`src/rtl/lc3_pkg.sv`:
```
// Shared LC-3 control definitions: sequencer states, opcodes and datapath mux encodings.
package lc3_pkg;

  typedef enum logic [4:0] {
    HALTED, S18, S33, S35, S32,
    S01, S05, S09, S00, S22,
    S12, S04, S21, S06, S25,
    S27, S07, S23, S16, PAUSE1,
    PAUSE2
  } state_t;

  localparam logic [3:0] OP_BR    = 4'b0000;
  localparam logic [3:0] OP_ADD   = 4'b0001;
  localparam logic [3:0] OP_JSR   = 4'b0100;
  localparam logic [3:0] OP_AND   = 4'b0101;
  localparam logic [3:0] OP_LDR   = 4'b0110;
  localparam logic [3:0] OP_STR   = 4'b0111;
  localparam logic [3:0] OP_NOT   = 4'b1001;
  localparam logic [3:0] OP_JMP   = 4'b1100;
  localparam logic [3:0] OP_PAUSE = 4'b1101;

  localparam logic [1:0] PCMUX_PC1  = 2'b00;
  localparam logic [1:0] PCMUX_ADDR = 2'b01;
  localparam logic [1:0] PCMUX_BUS  = 2'b10;

  localparam logic [1:0] A2_ZERO  = 2'b00;
  localparam logic [1:0] A2_OFF6  = 2'b01;
  localparam logic [1:0] A2_OFF9  = 2'b10;
  localparam logic [1:0] A2_OFF11 = 2'b11;

  localparam logic [1:0] ALUK_ADD  = 2'b00;
  localparam logic [1:0] ALUK_AND  = 2'b01;
  localparam logic [1:0] ALUK_NOT  = 2'b10;
  localparam logic [1:0] ALUK_PASS = 2'b11;

endpackage

```
`src/rtl/mem_wait_ctr.sv`:
```
// Memory wait-state counter: counts cycles spent in an access state, flags the last one.
module mem_wait_ctr #(
  parameter int MEM_WAIT = 2
) (
  input  logic clk,
  input  logic rst,
  input  logic en,
  output logic done
);
  localparam int CW = (MEM_WAIT > 1) ? $clog2(MEM_WAIT) : 1;
  localparam logic [CW-1:0] LAST = CW'(MEM_WAIT - 1);

  logic [CW-1:0] cnt;

  // Access states are never back to back, so dropping en doubles as the entry clear.
  always_ff @(posedge clk or posedge rst) begin
    if (rst)      cnt <= '0;
    else if (!en) cnt <= '0;
    else          cnt <= cnt + CW'(1);
  end

  assign done = (cnt == LAST);
endmodule

```
`src/rtl/isdu.sv`:
```
// LC-3 instruction sequencing/decode unit: Moore FSM driving every datapath control.
module isdu
  import lc3_pkg::*;
#(
  parameter int MEM_WAIT = 2
) (
  input  logic       Clk,
  input  logic       Reset,
  input  logic       Run,
  input  logic       Continue,
  input  logic [3:0] Opcode,
  input  logic       IR_5,
  input  logic       IR_11,
  input  logic       BEN,
  output logic       LD_MAR,
  output logic       LD_MDR,
  output logic       LD_IR,
  output logic       LD_BEN,
  output logic       LD_CC,
  output logic       LD_REG,
  output logic       LD_PC,
  output logic       LD_LED,
  output logic       GatePC,
  output logic       GateMDR,
  output logic       GateALU,
  output logic       GateMARMUX,
  output logic [1:0] PCMUX,
  output logic [1:0] ADDR2MUX,
  output logic [1:0] ALUK,
  output logic       DRMUX,
  output logic       SR1MUX,
  output logic       SR2MUX,
  output logic       ADDR1MUX,
  output logic       MIO_EN,
  output logic       Mem_OE,
  output logic       Mem_WE
);
  state_t state, next;
  logic   in_mem, mem_done, was_pause1;

  assign in_mem = (state == S33) || (state == S25) || (state == S16);

  mem_wait_ctr #(.MEM_WAIT(MEM_WAIT)) u_wait (
    .clk  (Clk),
    .rst  (Reset),
    .en   (in_mem),
    .done (mem_done)
  );

  always_ff @(posedge Clk or posedge Reset) begin
    if (Reset) begin
      state      <= HALTED;
      was_pause1 <= 1'b0;
    end else begin
      state      <= next;
      was_pause1 <= (state == PAUSE1);
    end
  end

  always_comb begin
    next       = state;
    LD_MAR     = 1'b0; LD_MDR  = 1'b0; LD_IR   = 1'b0; LD_BEN     = 1'b0;
    LD_CC      = 1'b0; LD_REG  = 1'b0; LD_PC   = 1'b0; LD_LED     = 1'b0;
    GatePC     = 1'b0; GateMDR = 1'b0; GateALU = 1'b0; GateMARMUX = 1'b0;
    PCMUX      = PCMUX_PC1;
    ADDR2MUX   = A2_ZERO;
    ALUK       = ALUK_ADD;
    DRMUX      = 1'b0; SR1MUX = 1'b0; SR2MUX = 1'b0; ADDR1MUX = 1'b0;
    MIO_EN     = 1'b0;
    Mem_OE     = 1'b1;
    Mem_WE     = 1'b1;
    unique case (state)
      HALTED: if (Run) next = S18;
      S18: begin
        GatePC = 1'b1; LD_MAR = 1'b1; LD_PC = 1'b1;
        next = S33;
      end
      S33, S25: begin
        Mem_OE = 1'b0; MIO_EN = 1'b1; LD_MDR = 1'b1;
        if (mem_done) next = (state == S33) ? S35 : S27;
      end
      S35: begin
        GateMDR = 1'b1; LD_IR = 1'b1;
        next = S32;
      end
      S32: begin
        LD_BEN = 1'b1;
        case (Opcode)
          OP_ADD:   next = S01;
          OP_AND:   next = S05;
          OP_NOT:   next = S09;
          OP_BR:    next = S00;
          OP_JMP:   next = S12;
          OP_JSR:   next = S04;
          OP_LDR:   next = S06;
          OP_STR:   next = S07;
          OP_PAUSE: next = PAUSE1;
          default:  next = S18;
        endcase
      end
      S01, S05, S09: begin
        SR1MUX = 1'b1; GateALU = 1'b1; LD_REG = 1'b1; LD_CC = 1'b1;
        ALUK   = (state == S01) ? ALUK_ADD : (state == S05) ? ALUK_AND : ALUK_NOT;
        SR2MUX = (state == S09) ? 1'b0 : IR_5;
        next   = S18;
      end
      S00: next = BEN ? S22 : S18;
      S22: begin
        ADDR2MUX = A2_OFF9; PCMUX = PCMUX_ADDR; LD_PC = 1'b1;
        next = S18;
      end
      S12: begin
        SR1MUX = 1'b1; ADDR1MUX = 1'b1; PCMUX = PCMUX_ADDR; LD_PC = 1'b1;
        next = S18;
      end
      // R7 takes the already-incremented PC before S21 redirects it.
      S04: begin
        DRMUX = 1'b1; GatePC = 1'b1; LD_REG = 1'b1;
        next = S21;
      end
      S21: begin
        ADDR1MUX = ~IR_11;
        ADDR2MUX = IR_11 ? A2_OFF11 : A2_ZERO;
        PCMUX    = PCMUX_ADDR; LD_PC = 1'b1;
        next     = S18;
      end
      S06, S07: begin
        SR1MUX = 1'b1; ADDR1MUX = 1'b1; ADDR2MUX = A2_OFF6;
        GateMARMUX = 1'b1; LD_MAR = 1'b1;
        next = (state == S06) ? S25 : S23;
      end
      S27: begin
        GateMDR = 1'b1; LD_REG = 1'b1; LD_CC = 1'b1;
        next = S18;
      end
      S23: begin
        ALUK = ALUK_PASS; GateALU = 1'b1; LD_MDR = 1'b1;
        next = S16;
      end
      S16: begin
        Mem_WE = 1'b0;
        if (mem_done) next = S18;
      end
      PAUSE1: begin
        LD_LED = ~was_pause1;
        if (Continue) next = PAUSE2;
      end
      PAUSE2: if (!Continue) next = S18;
      default: next = HALTED;
    endcase
  end
endmodule

```
`config.mk`:
```
export PLATFORM = sky130hd
export DESIGN_NAME = isdu
export DESIGN_NICKNAME = d
export VERILOG_FILES = /design/src/rtl/lc3_pkg.sv /design/src/rtl/mem_wait_ctr.sv /design/src/rtl/isdu.sv
export SDC_FILE = /design/constraint.sdc
export NUM_CORES = 1
export LEC_CHECK = 0
export BUFFER_PORTS_ARGS = -buffer_cell sky130_fd_sc_hd__buf_4
export CAP_MARGIN = 30
export CELL_PAD_IN_SITES_DETAIL_PLACEMENT = 2
export CELL_PAD_IN_SITES_GLOBAL_PLACEMENT = 2
export CORE_AREA = 2 2 71 73
export CTS_CLUSTER_SIZE = 8
export DETAILED_ROUTE_END_ITERATION = 8
export DIE_AREA = 0 0 73 75
export HOLD_SLACK_MARGIN = 0.15
export PLACE_DENSITY_LB_ADDON = 0.1
export SETUP_SLACK_MARGIN = 0.15
export SYNTH_ARGS = -nofsm -noshare
export SYNTH_HDL_FRONTEND = slang
export SYNTH_SLANG_ARGS = --single-unit
export TNS_END_PERCENT = 20
```
`constraint.sdc`:
```
create_clock -name Clk -period 1.7 [get_ports Clk]
set_input_delay 0.34 -clock Clk [delete_from_list [all_inputs] [get_ports Clk]]
set_output_delay 0.34 -clock Clk [all_outputs]
set_load 0.02 [all_outputs]
```
==> Word level (Yosys, flattened, before mapping) <==
Memories as Yosys holds them, arrays and structs flattened.
Cells that the tools add are included.
{ "totals": {"register_bits": 7, "romBits": 80, "out_inout_bits": 25, "memories": 1, "word_cells": 87, "input_bits": 11} }
{ "op_classes": {"reduce_logical": 19, "n_eq_ne": 25, "n_bitwise": 2, "n_mux": 36, "n_addsub": 1} }
{ "memory_table": {"columns": ["memory", "depth", "width", "rd", "rd_clocked_by_memory_dff", "write_ports", "line", "text"], "rows": [
  ["(no name shown)", 16, 5, 1, 0, 0, "isdu.sv:88", "case (Opcode)"]
]} }
{ "ops": {"columns": ["cell", "count"], "rows": [
  ["$pmux 5 s13", 1],
  ["$eq 5x4->1 const B", 8],
  ["$mux 5", 6],
  ["$eq 5x5->1 const B", 5],
  ["$mux 1", 21],
  ["$eq 5x3->1 const B", 4],
  ["$reduce_or 3->1", 5],
  ["$reduce_or 4->1", 3],
  ["$eq 5x2->1 const B", 2],
  ["$mux 4", 2],
  ["$reduce_or 2->1", 4],
  ["$reduce_or 7->1", 1],
  ["$mux 2", 3],
  ["$ne 2x2->1 const B", 3],
  ["$pmux 2 s3", 1],
  ["$reduce_or 6->1", 1],
  ["$eq 5x1->1 const B", 1],
  ["$logic_not 5->1", 1],
  ["$reduce_and 5->1", 1],
  ["$reduce_or 5->1", 1],
  ["$ne 2x1->1 const B", 2],
  ["$pmux 2 s2", 1],
  ["$logic_or 1x1->1", 2],
  ["$not 1->1", 2],
  ["2 further kinds", 2]
]} }

==> Depth between registers and ports, before layout <==
Gate-level depths: netlist of run 1.
{ "logic_depth": {"ltp_word": 4, "ltp_mapped": 7, "mapped_depth_nobuf": 7} }

==> Cells and area by module <==
From an unflattened synthesis of run 1, not the netlist that was laid out.
{ "hier_totals": {"cells_unflattened": 160, "area_unflattened_um2": 1073.5} }
{ "modules_own_cells": {"columns": ["module", "cells_each", "n_inst", "area_per_inst_um2"], "rows": [
  ["isdu", 157, 1, 1031.0],
  ["mem_wait_ctr", 3, 1, 42.5]
]} }

==> Worst setup path after synthesis of run 1 <==
OpenSTA, ideal clock, no wires.
{ "synth_path": {"path_kind": "register to output", "start": "reg state[0]", "end": "out LD_IR", "path_stages_with_launch": 5, "required_time_ns": 1.360, "path_slack_ns": -0.200, "t_arrival_ns": 1.560, "path_buffers": 2, "path_cell_list": "dfrtp_1 > buf_2 > buf_1 > nand3_1 > nor3_1"} }
{ "synth_via": {"elab_chain_cells": 2} }
{ "synth_rtl": {"columns": ["item", "line", "text"], "rows": [
  ["start, declared", "isdu.sv:38", "state_t state, next;"],
  ["start signal, assigned", "isdu.sv:55", "state <= next;"],
  ["$eq 5x2->1", "isdu.sv:72", "unique case (state)"],
  ["$mux 1", "isdu.sv:72", null],
  ["end, declared", "isdu.sv:17", "output logic LD_IR,"]
]} }
No other way between the ends.

==> Worst setup path in the final report of run 1 <==
{ "layout_path": {"start": "reg state[3]", "end": "out GatePC"} }
{ "layout_via": {"elab_chain_cells": 3, "elab_cells_between_ends": 4, "cone_classes": "eq/ne (2); mux (1); reduce/logical (1)"} }
{ "layout_rtl": {"columns": ["item", "line", "text"], "rows": [
  ["$eq 5x4->1 / $eq 5x1->1 (equally long branches)", "isdu.sv:72", null],
  ["$reduce_or 2->1 (no line) *", null, null],
  ["$mux 1 *", "isdu.sv:72", null],
  ["end, declared", "isdu.sv:23", "output logic GatePC,"]
]} }
Every way passes the cells marked *; elsewhere a longest branch is shown, timed or not.

==> summary.txt, run 1 <==
Timing
  • Setup ws final: -0.202 ns
  • Maximum clock frequency: 526 MHz
  • Clock Skew: 0.0132 ns
  • Slew Viols, Final: 0
  • TNS Setup: -3.42 ns
  • Setup-failing EPs final: 28
  • Tmin final: 1.90 ns
  • Hold violation count in the final report: 0
  • Unrepaired setup endpoints after global routing: yes
  • Crit share post-route: 112%

Floorplanning
  • Ports: 36
  • Cell Rows: 25
  • Die area: 5480 µm²
  • Starting Density: 22.3%
  • Core ar.: 4660 µm²
  • Die height: 75 µm
  • DIE WIDTH: 73 µm

Placed design
  • Final HPWL DP: 3760 µm
  • I/O Buffers: 34
  • Final Wtd Congestion: 0.813
  • DP Worst Slack: -0.120 ns

Setup path
  • Req. time, crit path: 1.36 ns
  • CP bufs+invs: 4
  • Critical Path Fanout Max: 7
  • CP max stage delay: 0.48 ns
  • Cell family with the largest share of critical-path delay: buffers and inverters
  • Slowest cell on crit path: dfrtp_2
  • Worst path cell trace: buf_6 > buf_4 > nand2b_4 > buf_6 > and4b_1 > buf_6
  • Worst Setup End Kind: output port
  • Kind of critical path: flip-flop to output port
  • Critical path arrival: 1.56 ns
  • Most used cell, CP: buf_6
  • CP startpoint kind: flip-flop

Logic synthesis
  • Most area-hungry cell type in the Yosys netlist: dfrtp_1
  • Post-synth cell types: 49
  • Post-synth top cells: 28 x nor2_1, 16 x nand2_1, 9 x inv_1
  • Count leader, synth: nor2_1
  • Ys async rst share: 100%
  • Area contributors post-synth: dfrtp_1 17%, nor2_1 10%, nand2_1 5.8%
  • Cells after Synth: 154
  • Syn_nets: 169
  • #FFs+latches synth: 7
  • Seq/Total Area, Yosys: 16.8%
  • Main synth FF type: dfrtp_1
  • Synth Cell Area: 1040 µm²
  • Syn. warnings: 0
  • Syn_area_per_cell: 6.76 µm²
  • Number of synthesized flops with an enable pin: 0
  • Top-area cell type share of the netlist area: 16.8%

Clock tree
  • Clock Latency Late Sink: 0.24 ns
  • Root Driver: clkbuf_8
  • H-tree Lvls: 1
  • Clock-pin slew on the worst setup and hold paths: 0.04 ns
  • Clk buf depth: 2
  • TritonCTS buffer count: 3
  • CTS tree: yes
  • CTS sink count: 7

GRT
  • Initial antenna violation count: 0
  • Overflow after GRT: 0
  • GRT Max-Usage Layer: met2
  • GRT met3 Usage: 1.61%
  • Met1 Usage GRT: 24.8%
  • All-Layer GR Usage: 20.0%
  • M2 GR Usage: 38.5%
  • First-pass GRT wire length: 8450 µm
  • Largest net degree at the start of global routing: 14
  • Vias in the first global route: 1609

Route
  • Drt total wl: 5860 µm
  • Via count: 1468
  • Detailed Routing Iterations Pass 1: 4
  • DR iter-0 viols: 42
  • Post-DRT Antenna Nets: 0
  • DR vias/cell: 5.06
  • WL/cell: 20.2 µm
  • Residual DRC: 0

Finish
  • Number of diodes: 0
  • Layout cells sized above 1: 66.1%
  • P&R area growth vs syn: 112%
  • Layout net count: 252

Power and ir drop
  • Max IR drop VDD: 688 µV
  • Clock power share: 5.8%
  • Leakage: 0.992 nW
  • Sw Ratio: 49.9%
  • NetSw: 2.20 mW
  • Internal power: 2.21 mW
  • Comb pwr share: 85.4%
  • Seq pwr share: 8.8%
  • PwrDens: 2000 nW/µm²

Run status
  • Outcome: complete, but fails checks
  • Failing checks: setup timing

Run
  • Max-cap check violation count: 0

Min path
  • Hold crit path type: primary input to flip-flop
## cell type report
cell class                 instances  area (µm²)
fill                             512        2450
multi-input combinational        124        1060
timing repair buffer              92         823
sequential                         7         181
tap                               54        67.6
clock buffer                       4        45.0
inverter                           9        33.8
## power groups by stage
stage | clock network, mW | logic, mW | registers, mW
floorplan | 0 | 1.61 | 0.288
global placement | 0 | 2.67 | 0.358
detailed placement | 0 | 2.76 | 0.363
CTS | 0.243 | 3.22 | 0.368
global route | 0.263 | 4.02 | 0.395
finish | 0.256 | 3.76 | 0.390
## worst reg2reg max path, stage by stage, from the launching register on
cell       delay [ns]
dfrtp_2          0.50
buf_6            0.17
or3_4            0.34
a2111oi_4        0.35
nor2_2           0.13
o21a_1           0.14
a22oi_2          0.15
## final timing paths
path	start	to	slack, ns	depth (start not counted)
hold reg to reg	u_wait.done	u_wait.done	0.62	2
setup reg to reg	state[2]	state[2]	-0.16	6
max in group asynchronous	Reset	state[0]	0.79	3
min in group asynchronous	Reset	state[2]	0.63	3
setup / recovery	state[3]	GatePC	-0.20	6
hold / removal	Opcode[2]	state[4]	0.45	2
## routing by layer
layer,routed length [µm],vias up
li1,-,699
met2,3180,31
met3,122,10
met1,2470,728
met4,89,0
met5,0,-
## cell usage in the layout (no fill, tap or decap), types with 3 or more instances in the layout
cell	instances
a21oi_1	4
a21oi_2	3
buf_4	63
buf_6	24
clkbuf_8	3
dfrtp_2	5
ha_1	4
inv_1	7
nand2_1	13
nand2_2	3
nand2b_1	4
nand2b_4	4
nor2_1	11
nor2_2	12
nor2_4	6
nor3_2	3
o21ai_1	4
o21ai_2	3
## registers in the layout, indices dropped and copies added, names as in the netlist
signal,count
state,5
u_wait.done,1
was_pause1,1
## what timing repair did
item / in CTS / in global routing
pin swaps: 14 / 10
hold endpoints to repair: 7 / 0
hold buffers: 1 / 0
resized for setup: 42 / 39
setup endpoints to repair: 29 / 30
setup buffers: 12 / 6
## logic make-up (layout without fill, tap and decap cells)
| kind of cell | Yosys count | count (layout) | synth area share (%) |
|---|---|---|---|
| other | 1 | 1 | 0.360 |
| multiplexers | 3 | 3 | 3.00 |
| buffers and inverters | 23 | 105 | 9.98 |
| XOR/XNOR | 3 | 3 | 2.52 |
| AND/OR/NAND/NOR | 75 | 75 | 34.5 |
| adder cells (fa/ha/maj) | 4 | 4 | 4.81 |
| flip-flops | 7 | 7 | 16.8 |
| AO/OA/AOI/OAI | 38 | 38 | 28.0 |
## per-stage QoR
| stage | power [mW] | area, µm² | hold WS, ns | std cells | utilization, % |
|---|---|---|---|---|---|
| after CTS | 3.83 | 2010 | 0.447 | 284 | 43.2 |
| final | 4.41 | 2210 | 0.452 | 290 | 47.4 |
| after global routing | 4.68 | 2210 | 0.471 | 290 | 47.4 |
| after floorplan | 1.90 | 1160 | 0.143 | 154 | - |
| after global placement | 3.03 | 1720 | 0.286 | 267 | 36.8 |
| after detailed placement | 3.12 | 1720 | 0.303 | 267 | 36.8 |
No activity file was read; power rests on OpenSTA's default activity.
==> inputs of run 2 (changes only) <==
--- a/config.mk
+++ b/config.mk
@@ -9,10 +9,10 @@
 export CAP_MARGIN = 30
 export CELL_PAD_IN_SITES_DETAIL_PLACEMENT = 2
 export CELL_PAD_IN_SITES_GLOBAL_PLACEMENT = 2
-export CORE_AREA = 2 2 71 73
+export CORE_AREA = 10 10 79 81
 export CTS_CLUSTER_SIZE = 8
 export DETAILED_ROUTE_END_ITERATION = 8
-export DIE_AREA = 0 0 73 75
+export DIE_AREA = 0 0 89 91
 export HOLD_SLACK_MARGIN = 0.15
 export PLACE_DENSITY_LB_ADDON = 0.1
 export SETUP_SLACK_MARGIN = 0.15
==> run 2 against run 1 <==
Compared with the run above: the flow still finishes with violations (setup timing); register-to-register slack about the same; combinational power down 5%; core utilization down 2.3 points; critical endpoint is now state[4]; die area up 48%; clock power down 5%; largest cell class unchanged; cell count down 1.7%; largest power group unchanged; count of clock-buffer cells in the layout unchanged.
==> summary.txt, run 2 (same netlist as run 1, synthesis figures left out) <==
Run status
  • Outcome: complete, but fails checks
  • Failing checks: setup timing

GRT
  • Largest net degree at the start of global routing: 16 (+2)
  • All-Layer GR Usage: 15.0% (-5.1 points)
  • Overflow after GRT: 0 (unchanged)
  • Vias in the first global route: 1673 (+4.0%)
  • Initial antenna violation count: 0 (unchanged)
  • First-pass GRT wire length: 9600 µm (+14%)

Floorplanning
  • Cell Rows: 25 (unchanged)
  • Die area: 8100 µm² (+48%)
  • Core ar.: 4660 µm² (unchanged)
  • Ports: 36 (unchanged)
  • DIE WIDTH: 89 µm (+22%)
  • Die height: 91 µm (+21%)
  • Starting Density: 22.3% (unchanged)

Timing
  • Setup ws final: -0.173 ns (+0.0287 ns)
  • Slew Viols, Final: 0 (unchanged)
  • Setup-failing EPs final: 28 (unchanged)
  • TNS Setup: -2.66 ns (+0.767 ns)
  • Hold violation count in the final report: 0 (unchanged)
  • Tmin final: 1.87 ns (-0.0287 ns)
  • Crit share post-route: 110% (-1.7 points)
  • Maximum clock frequency: 534 MHz (+1.5%)
  • Clock Skew: 0.00770 ns (-0.00545 ns)
  • Unrepaired setup endpoints after global routing: yes
  • Worst hold slack: 0.456 ns (+0.00449 ns)

Route
  • Drt total wl: 6080 µm (+3.7%)
  • Residual DRC: 0 (unchanged)
  • Detailed Routing Iterations Pass 1: 4 (unchanged)
  • Post-DRT Antenna Nets: 0 (unchanged)
  • Via count: 1483 (+1.0%)
  • WL/cell: 21.3 µm (+5.6%)
  • DR iter-0 viols: 38 (-9.5%)
  • DR vias/cell: 5.20 (+2.8%)

Finish
  • Largest register by flop count: state
  • Final Core Density: 45.2% (-2.3 points)
  • Largest register FFs: 5 (unchanged)
  • Commonest non-fill, non-tap cell in the layout: buf_4
  • Layout cells sized above 1: 64.9% (-1.2 points)
  • P&R area growth vs syn: 102%
  • Number of diodes: 0 (unchanged)
  • Final Cell Area: 2100 µm² (-4.8%)
  • Non-Filler Instances: 285 (-1.7%)
  • Layout net count: 247 (-2.0%)
  • Most frequent cells in the layout: 63 x buf_4, 22 x buf_6, 15 x nor2_2

Setup path
  • CP startpoint kind: flip-flop
  • Worst Setup End Kind: flip-flop
  • Crit path to: state[4]
  • Kind of critical path: flip-flop to flip-flop
  • Cell family with the largest share of critical-path delay: compound AO/OA/AOI/OAI gates
  • Beginning of the critical path: state[4]
  • Critical Path Stages: 7 (+1)
  • FF-to-FF setup slack: -0.17 ns (about the same)
  • CP bufs+invs: 2 (-2)
  • Most used cell, CP: buf_6
  • Worst path cell trace: buf_6 > nand3b_1 > buf_6 > a2111oi_4 > nor2_4 > o21ai_0 > a32o_1
  • Slowest cell on crit path: a2111oi_4
  • R2R Path Start: state[4]
  • Critical Path Fanout Max: 8 (+1)
  • Worst reg2reg endpoint: state[4]
  • Critical path arrival: 2.03 ns (+0.47 ns)
  • Worst Reg-to-Reg Cells: 7 (+1)
  • Req. time, crit path: 1.86 ns (+0.50 ns)
  • CP max stage delay: 0.44 ns (-0.04 ns)

Clock tree
  • CTS tree: yes
  • CTS sink count: 7 (unchanged)
  • Clk buf depth: 2 (unchanged)
  • H-tree Lvls: 1 (unchanged)
  • Clock Latency Late Sink: 0.23 ns (about the same)
  • Root Driver: clkbuf_8
  • Clock-pin slew on the worst setup and hold paths: 0.04 ns (about the same)
  • TritonCTS buffer count: 3 (unchanged)

Power and ir drop
  • Total chip power: 4.20 mW (-4.7%)
  • PwrDens: 2000 nW/µm² (about the same)
  • Max IR drop VDD: 580 µV (-16%)
  • Leakage: 0.944 nW (-4.8%)

Placed design
  • Final Wtd Congestion: 0.853 (+4.9%)
  • Placed Cells: 263 (-1.5%)
  • Final HPWL DP: 4150 µm (+10%)
  • DP Worst Slack: -0.138 ns (-0.0182 ns)
  • I/O Buffers: 34 (unchanged)
  • Post-DP Area: 1660 µm² (-3.2%)

Run
  • Max-cap check violation count: 0 (unchanged)

Min path
  • Hold crit path type: primary input to flip-flop
==> run 2: cell count changes in the layout (fill, tap and decap cells not counted), moves of 2 or more <==
cell	change
nor2_4	-2
nor2_2	+3
o21ai_1	-3
buf_12	-2
o21ai_0	+3
buf_6	-2
==> run 2: what timing repair did <==
item                                   in CTS  in global routing
setup endpoints to repair                  29                 29
setup buffers                              14                  3
endpoints found under the hold margin       7                  0
cloned                                      0                  0
pin swaps                                   9                  7
hold buffers                                1                  0
gates resized for setup                    57                 11
==> run 2: how the worst min path moves through the flow <==
stage,from,endpoint,slack (ns),cells past startpoint
3_3_place_gp,Reset,state[4],0.29,2
2_1_floorplan,Reset,state[0],0.14,1
5_1_grt,Opcode[2],state[4],0.47,2
3_5_place_dp,Reset,state[4],0.29,2
4_1_cts,Opcode[2],state[4],0.46,2
6_report,Opcode[2],state[4],0.46,2
==> run 2: area by class of cell <==
| cell class | count | area, µm² |
|---|---|---|
| timing repair buffer | 87 | 746 |
| fill | 529 | 2560 |
| clock buffer | 4 | 45.0 |
| multi-input combinational | 124 | 1030 |
| sequential | 7 | 181 |
| tap | 54 | 67.6 |
| inverter | 9 | 33.8 |
==> run 2: power by group <==
part | total (mW) | leakage (nW) | switching [mW] | internal [mW]
registers | 0.389 | 0.0848 | 0.151 | 0.239
clock network | 0.244 | 0.0228 | 0.0809 | 0.163
logic | 3.57 | 0.837 | 1.91 | 1.66
total | 4.20 | 0.944 | 2.14 | 2.06
==> run 2: layer usage <==
layer  track usage, %  share of wire, %
met1             17.7                41
met4             2.25               1.3
met2             27.6                54
met5                0                 0
met3             2.32               4.5
